**config.mk**
```make
export PLATFORM = sky130hd
export DESIGN_NAME = clkgen_drp_multi
export DESIGN_NICKNAME = d
export VERILOG_FILES = /design/src/rtl/clkgen_drp_multi.sv
export SDC_FILE = /design/constraint.sdc
export NUM_CORES = 1
export LEC_CHECK = 0
export ABC_AREA = 1
export CELL_PAD_IN_SITES_DETAIL_PLACEMENT = 1
export CELL_PAD_IN_SITES_GLOBAL_PLACEMENT = 1
export CORE_MARGIN = 4
export CORE_UTILIZATION = 47
export DETAILED_ROUTE_END_ITERATION = 7
export PLACE_DENSITY_LB_ADDON = 0.1
export SYNTH_ARGS = -nofsm -noshare
export SYNTH_HDL_FRONTEND = slang
export SYNTH_SLANG_ARGS = --single-unit
```
**constraint.sdc**
```tcl
create_clock -name CLKIN -period 7.4 [get_ports CLKIN]
set_clock_uncertainty 0.2 [all_clocks]
set_input_delay 1.48 -clock CLKIN [delete_from_list [all_inputs] [get_ports CLKIN]]
set_output_delay 1.48 -clock CLKIN [all_outputs]
set_load 0.005 [all_outputs]
```
**src/rtl/clkgen_drp_multi.sv**
```systemverilog
// rtl/clkgen_drp_multi.sv - DRP-programmable multi-output integer clock divider with lock gating
module clkgen_drp_multi #(
    parameter int NUM_OUT     = 6,
    parameter int CNT_WIDTH   = 8,
    parameter int DEF_DIVIDE  = 4,
    parameter int LOCK_CYCLES = 50
) (
    input  logic               CLKIN,
    input  logic               RST_N,
    input  logic               PWRDWN,
    input  logic [6:0]         DADDR,
    input  logic               DEN,
    input  logic               DWE,
    input  logic [15:0]        DI,
    output logic [15:0]        DO,
    output logic               DRDY,
    output logic               LOCKED,
    output logic [NUM_OUT-1:0] CLKOUT,
    output logic [NUM_OUT-1:0] CLKOUT_CE
);
    localparam int LW = $clog2(LOCK_CYCLES + 1);
    typedef logic [CNT_WIDTH-1:0] cnt_t;
    localparam cnt_t ONE = cnt_t'(1);
    localparam cnt_t TWO = cnt_t'(2);
    localparam logic [LW-1:0] LOCK_LAST = LW'(LOCK_CYCLES - 1);

    typedef enum logic [1:0] {S_IDLE, S_COUNT, S_LOCK} state_t;

    state_t             state;
    logic [LW-1:0]      lock_cnt;
    cnt_t               divide_r [NUM_OUT];
    cnt_t               high_r   [NUM_OUT];
    cnt_t               phase_r  [NUM_OUT];
    cnt_t               pos      [NUM_OUT];
    cnt_t               d_eff    [NUM_OUT];
    cnt_t               h_eff    [NUM_OUT];
    cnt_t               p_eff    [NUM_OUT];
    cnt_t               preset   [NUM_OUT];
    cnt_t               next_pos [NUM_OUT];
    logic [NUM_OUT-1:0] ch_hit;
    logic [NUM_OUT-1:0] clk_next;
    logic               chan_wr;
    logic               locked_next;
    logic [15:0]        rdata;

    // Channel i occupies 0x08+4*i .. 0x0B+4*i, so DADDR[6:2] == i+2 selects it.
    always_comb begin
        ch_hit  = '0;
        chan_wr = 1'b0;
        rdata   = '0;
        if (DADDR == 7'h00) rdata[1:0] = {PWRDWN, LOCKED};
        for (int i = 0; i < NUM_OUT; i++) begin
            ch_hit[i] = (DADDR[6:2] == 5'(i + 2));
            if (ch_hit[i]) begin
                case (DADDR[1:0])
                    2'd0:    rdata[CNT_WIDTH-1:0] = divide_r[i];
                    2'd1:    rdata[CNT_WIDTH-1:0] = high_r[i];
                    2'd2:    rdata[CNT_WIDTH-1:0] = phase_r[i];
                    default: ;
                endcase
                if (DADDR[1:0] != 2'd3) chan_wr = DEN & DWE;
            end
        end
    end

    // Power-down and restarts dominate; a restart on the locking cycle keeps LOCKED low.
    always_comb begin
        if (PWRDWN || chan_wr || state == S_IDLE) locked_next = 1'b0;
        else if (state == S_COUNT)                locked_next = (lock_cnt == LOCK_LAST);
        else                                      locked_next = 1'b1;
    end

    // Counters sit at the phase preset until locked, so the first rise lands P cycles after lock.
    always_comb begin
        for (int i = 0; i < NUM_OUT; i++) begin
            d_eff[i] = (divide_r[i] < TWO) ? TWO : divide_r[i];
            h_eff[i] = (high_r[i] == '0) ? ONE : high_r[i];
            if (h_eff[i] > d_eff[i] - ONE) h_eff[i] = d_eff[i] - ONE;
            p_eff[i]  = (phase_r[i] > d_eff[i] - ONE) ? d_eff[i] - ONE : phase_r[i];
            preset[i] = (p_eff[i] == '0) ? '0 : d_eff[i] - p_eff[i];
            if (LOCKED && locked_next)
                next_pos[i] = (pos[i] == d_eff[i] - ONE) ? '0 : pos[i] + ONE;
            else
                next_pos[i] = preset[i];
            clk_next[i] = locked_next && (next_pos[i] < h_eff[i]);
        end
    end

    always_ff @(posedge CLKIN or negedge RST_N) begin
        if (!RST_N) begin
            state    <= S_COUNT;
            lock_cnt <= '0;
            LOCKED   <= 1'b0;
        end else begin
            LOCKED <= locked_next;
            if (PWRDWN) begin
                state    <= S_IDLE;
                lock_cnt <= '0;
            end else if (chan_wr || state == S_IDLE) begin
                state    <= S_COUNT;
                lock_cnt <= '0;
            end else if (state == S_COUNT) begin
                if (lock_cnt == LOCK_LAST) state <= S_LOCK;
                else                       lock_cnt <= lock_cnt + 1'b1;
            end
        end
    end

    always_ff @(posedge CLKIN or negedge RST_N) begin
        if (!RST_N) begin
            for (int i = 0; i < NUM_OUT; i++) begin
                divide_r[i] <= cnt_t'(DEF_DIVIDE);
                high_r[i]   <= cnt_t'(DEF_DIVIDE / 2);
                phase_r[i]  <= '0;
            end
        end else begin
            for (int i = 0; i < NUM_OUT; i++) begin
                if (DEN && DWE && ch_hit[i]) begin
                    case (DADDR[1:0])
                        2'd0:    divide_r[i] <= DI[CNT_WIDTH-1:0];
                        2'd1:    high_r[i]   <= DI[CNT_WIDTH-1:0];
                        2'd2:    phase_r[i]  <= DI[CNT_WIDTH-1:0];
                        default: ;
                    endcase
                end
            end
        end
    end

    always_ff @(posedge CLKIN or negedge RST_N) begin
        if (!RST_N) begin
            DO   <= '0;
            DRDY <= 1'b0;
        end else begin
            DRDY <= DEN;
            if (DEN) DO <= DWE ? 16'h0000 : rdata;
        end
    end

    always_ff @(posedge CLKIN or negedge RST_N) begin
        if (!RST_N) begin
            for (int i = 0; i < NUM_OUT; i++) pos[i] <= '0;
            CLKOUT    <= '0;
            CLKOUT_CE <= '0;
        end else begin
            for (int i = 0; i < NUM_OUT; i++) pos[i] <= next_pos[i];
            CLKOUT    <= clk_next;
            CLKOUT_CE <= clk_next & ~CLKOUT;
        end
    end
endmodule

```
==> impl_metrics.yaml <==
outcome:
  status: "finished clean"
place:
  place_hpwl_mm: 47.44
  port_buffers: 41
  dp.cells: 3006
  dpl_worst_slack_ns: 0.8628
  place_congestion: 0.9227
  postPlaceCellArea_um2: 19030
yosys:
  synth.avg_cell_area_um2: 7.197
  synth_warnings: 0
  ys_top_cells_by_area: "dfrtp_1, nand2_1, ha_1"
  synth_seq_area_share: 0.3022
  synth_edf_count: 0
  synth_top_cell_by_area: "dfrtp_1"
  synth_ff_type: "dfrtp_1"
  syn_area_um2: 18440
  ys_seq_elements: 222
  synth.top_cell.area_share: 0.2836
  yosysMostFrequentCell: "nand2_1"
  synth_cells: 2562
  synth.distinct_cells: 71
  netlist_top_cells_count: "nand2_1, inv_1, o21ai_0"
  async_flop_share: 1.000
setup_path:
  arrival_ns: 6.68
  crit_required_ns: 7.68
  end_kind: "register"
  critical_path.most_common_cell: "nand2_1"
  worst_setup_path_start_kind: "register"
  critPathMaxFanout: 8
  critPathMaxStageDelay_ns: 0.58
  critPathSlowestCell: "dfstp_2"
  crit_type: "reg2reg"
routing:
  drtIter0Drc: 1136
  drt-pass1-iter-count: 5
  final_antenna_net_count: 0
  vias: 17630
  routed_via_density: 5.768
  drt-total-wl_mm: 62.93
  drc_errors: 0
  wire_per_inst_um: 20.59
cells_and_area:
  drive_gt1_frac: 0.07720
  fin_cells: 3057
  fin_area_um2: 20030
  antenna_cells: 0
  syn2layout_area_growth_pct: 8.645
  fill_cells: 4978
  nets: 2719
die:
  start_util: 0.4760
  die_h_um: 206.1
  die_area_um2: 42460
  die_x_um: 206.1
  rows: 72
  core_area_um2: 38740
  io_pins: 58
clock_tree:
  cts-buffers-inserted: 28
  cts_root_buffer: "clkbuf_16"
  post-cts-setup-buffer-count: 0
  clock_sinks: 222
  cts_max_level: 1
  clk_path_buf_depth: 3
  clkTransAtPathRegs_ns: 0.06
  post_cts_resized: 0
  clk_latency_ns: 0.56
  cts-hold-fix-buffers: 0
  cts_tree: "yes"
global_routing:
  grt_max_degree: 123
  grt_pass1_wl_mm: 99.39
  grtUsageTotal: 0.2949
  antenna_found_initial: 1
  grt_overflow_total: 0
  grt_pass1_vias: 17900
timing:
  tightest_slew_ns: 1.125
  setup_viol: 0
  fin_crit_sh: 0.8645
  max-slew-margin-rel: 0.2309
  final.setup.tns_ns: 0
  setup_slack_ns: 1.003
  finalHoldViolations: 0
  fmax_mhz: 156.3
  fin_crit_ns: 6.397
  report.final.slew_viol_count: 0
  rsz0062_at_grt: "false"
power_and_ir_drop:
  total_power_w: 0.006372
  ir_drop_mv: 0.2084
  power_density_nw_per_um2: 318.1
  p_leak_nw: 9.617
min_path:
  hp-class: "reg2reg"
run:
  maxCapViolations: 0
[worst max-delay path: cells and delay by family (launching register included)]
family / cells / cell delay, ns
adder cells (fa/ha/maj): 4 / 1.18
XOR/XNOR: 1 / 0.21
AO/OA/AOI/OAI: 6 / 1.29
flip-flops: 1 / 0.58
AND/OR/NAND/NOR: 22 / 2.32
buffers and inverters: 5 / 0.56
[sequential cells by signal, summed over array words and instances (netlist names)]
signal	cells
divide_r	48
phase_r	48
CLKOUT	6
CLKOUT_CE	6
pos	48
state	2
LOCKED	1
high_r	48
lock_cnt	6
DO	8
DRDY	1
[area by class of cell]
cell class                      count  area, µm²  share of cell area
Multi-Input combinational cell   1901      11140              0.5562
Sequential cell                   222       5572              0.2781
Inverter                          313       1175             0.05865
Clock buffer                       42      824.5             0.04116
Tap cell                          518      648.1             0.03235
Timing Repair Buffer               52      498.0             0.02486
Clock inverter                      9      173.9            0.008682
[kinds of logic (layout without fill, tap and decap cells)]
kind of cell / count (synthesis) / in the layout / share of synthesized area
other: 1 / 8 / 0.0002034
buffers and inverters: 446 / 416 / 0.09554
and+or+nand+nor: 1092 / 1092 / 0.2687
adders and majority gates: 173 / 173 / 0.1198
DFF: 222 / 222 / 0.3022
xor gates and xnor gates: 88 / 88 / 0.04302
AOI/OAI and AO/OA: 539 / 539 / 0.1700
muxes: 1 / 1 / 0.0005429
[stage by stage]
| stage | hold slack (ns) | util |
|---|---|---|
| 5_1_grt | 0.2500 | 0.5172 |
| 6_report | 0.2188 | 0.5172 |
| 3_5_place_dp | 0.2193 | 0.4914 |
| 3_3_place_gp | 0.2109 | 0.4914 |
| 4_1_cts | 0.2213 | 0.5172 |
| 2_1_floorplan | 0.2243 | - |
[cell usage in the layout (no fill, tap or decap), types with 6 or more instances in the layout]
master	synthesis	final
buf_4	11	11
o21ai_1	25	25
a221oi_1	9	9
nand3_1	159	159
nand3b_1	11	11
inv_1	286	286
nand2_4	9	9
ha_1	167	167
nor2_4	9	10
nand4_1	26	26
a21oi_1	129	129
clkdlybuf4s50_1	0	40
o32ai_1	8	8
nor3_1	17	17
fa_1	6	6
o211ai_1	20	20
nand2_1	600	600
a2111oi_0	8	8
conb_1	1	8
inv_2	24	24
xnor2_1	33	33
clkbuf_16	0	29
nor4_1	10	10
nor2_2	9	10
o2111ai_1	7	7
o221ai_1	14	14
xor2_1	52	52
nand2_2	36	36
nor2_1	173	171
clkbuf_1	107	8
nand3_2	9	9
o22ai_1	37	37
o21ai_0	236	236
dfrtp_1	209	209
a31oi_1	6	6
a22o_1	6	6
dfstp_2	13	13
[per-layer routing]
metal / track usage / part of all wire / routed length (µm) / vias to the layer above
li1: - / - / - / 8414
met1: 0.4038 / 0.45 / 28210 / 8674
met2: 0.4854 / 0.46 / 29260 / 425
met3: 0.03672 / 0.050 / 3178 / 120
met4: 0.09933 / 0.036 / 2281 / 0
met5: 0 / 0 / 0 / -
[power breakdown]
part	total, W	switching [W]	internal [W]
clock	0.00150	0.000560	0.000939
sequential	0.00164	0.000224	0.00142
combinational	0.00323	0.00205	0.00118
total	0.00637	0.00283	0.00354
[final timing paths]
path | endpoint | slack, ns | cells after the start | from
max in group asynchronous | pos[14]$_DFF_PN0_ | 4.51 | 2 | RST_N
min in group asynchronous | CLKOUT[2]$_DFF_PN0_ | 0.78 | 1 | RST_N
worst max register to register | CLKOUT_CE[1]$_DFF_PN0_ | 1.00 | 38 | divide_r[34]$_DFFE_PN1P_
worst min register to register | CLKOUT_CE[4]$_DFF_PN0_ | 0.22 | 1 | CLKOUT[4]$_DFF_PN0_
worst max-delay path | CLKOUT_CE[1]$_DFF_PN0_ | 1.00 | 38 | divide_r[34]$_DFFE_PN1P_
worst min-delay path | CLKOUT_CE[4]$_DFF_PN0_ | 0.22 | 1 | CLKOUT[4]$_DFF_PN0_
No activity file was read; power rests on OpenSTA's default activity.
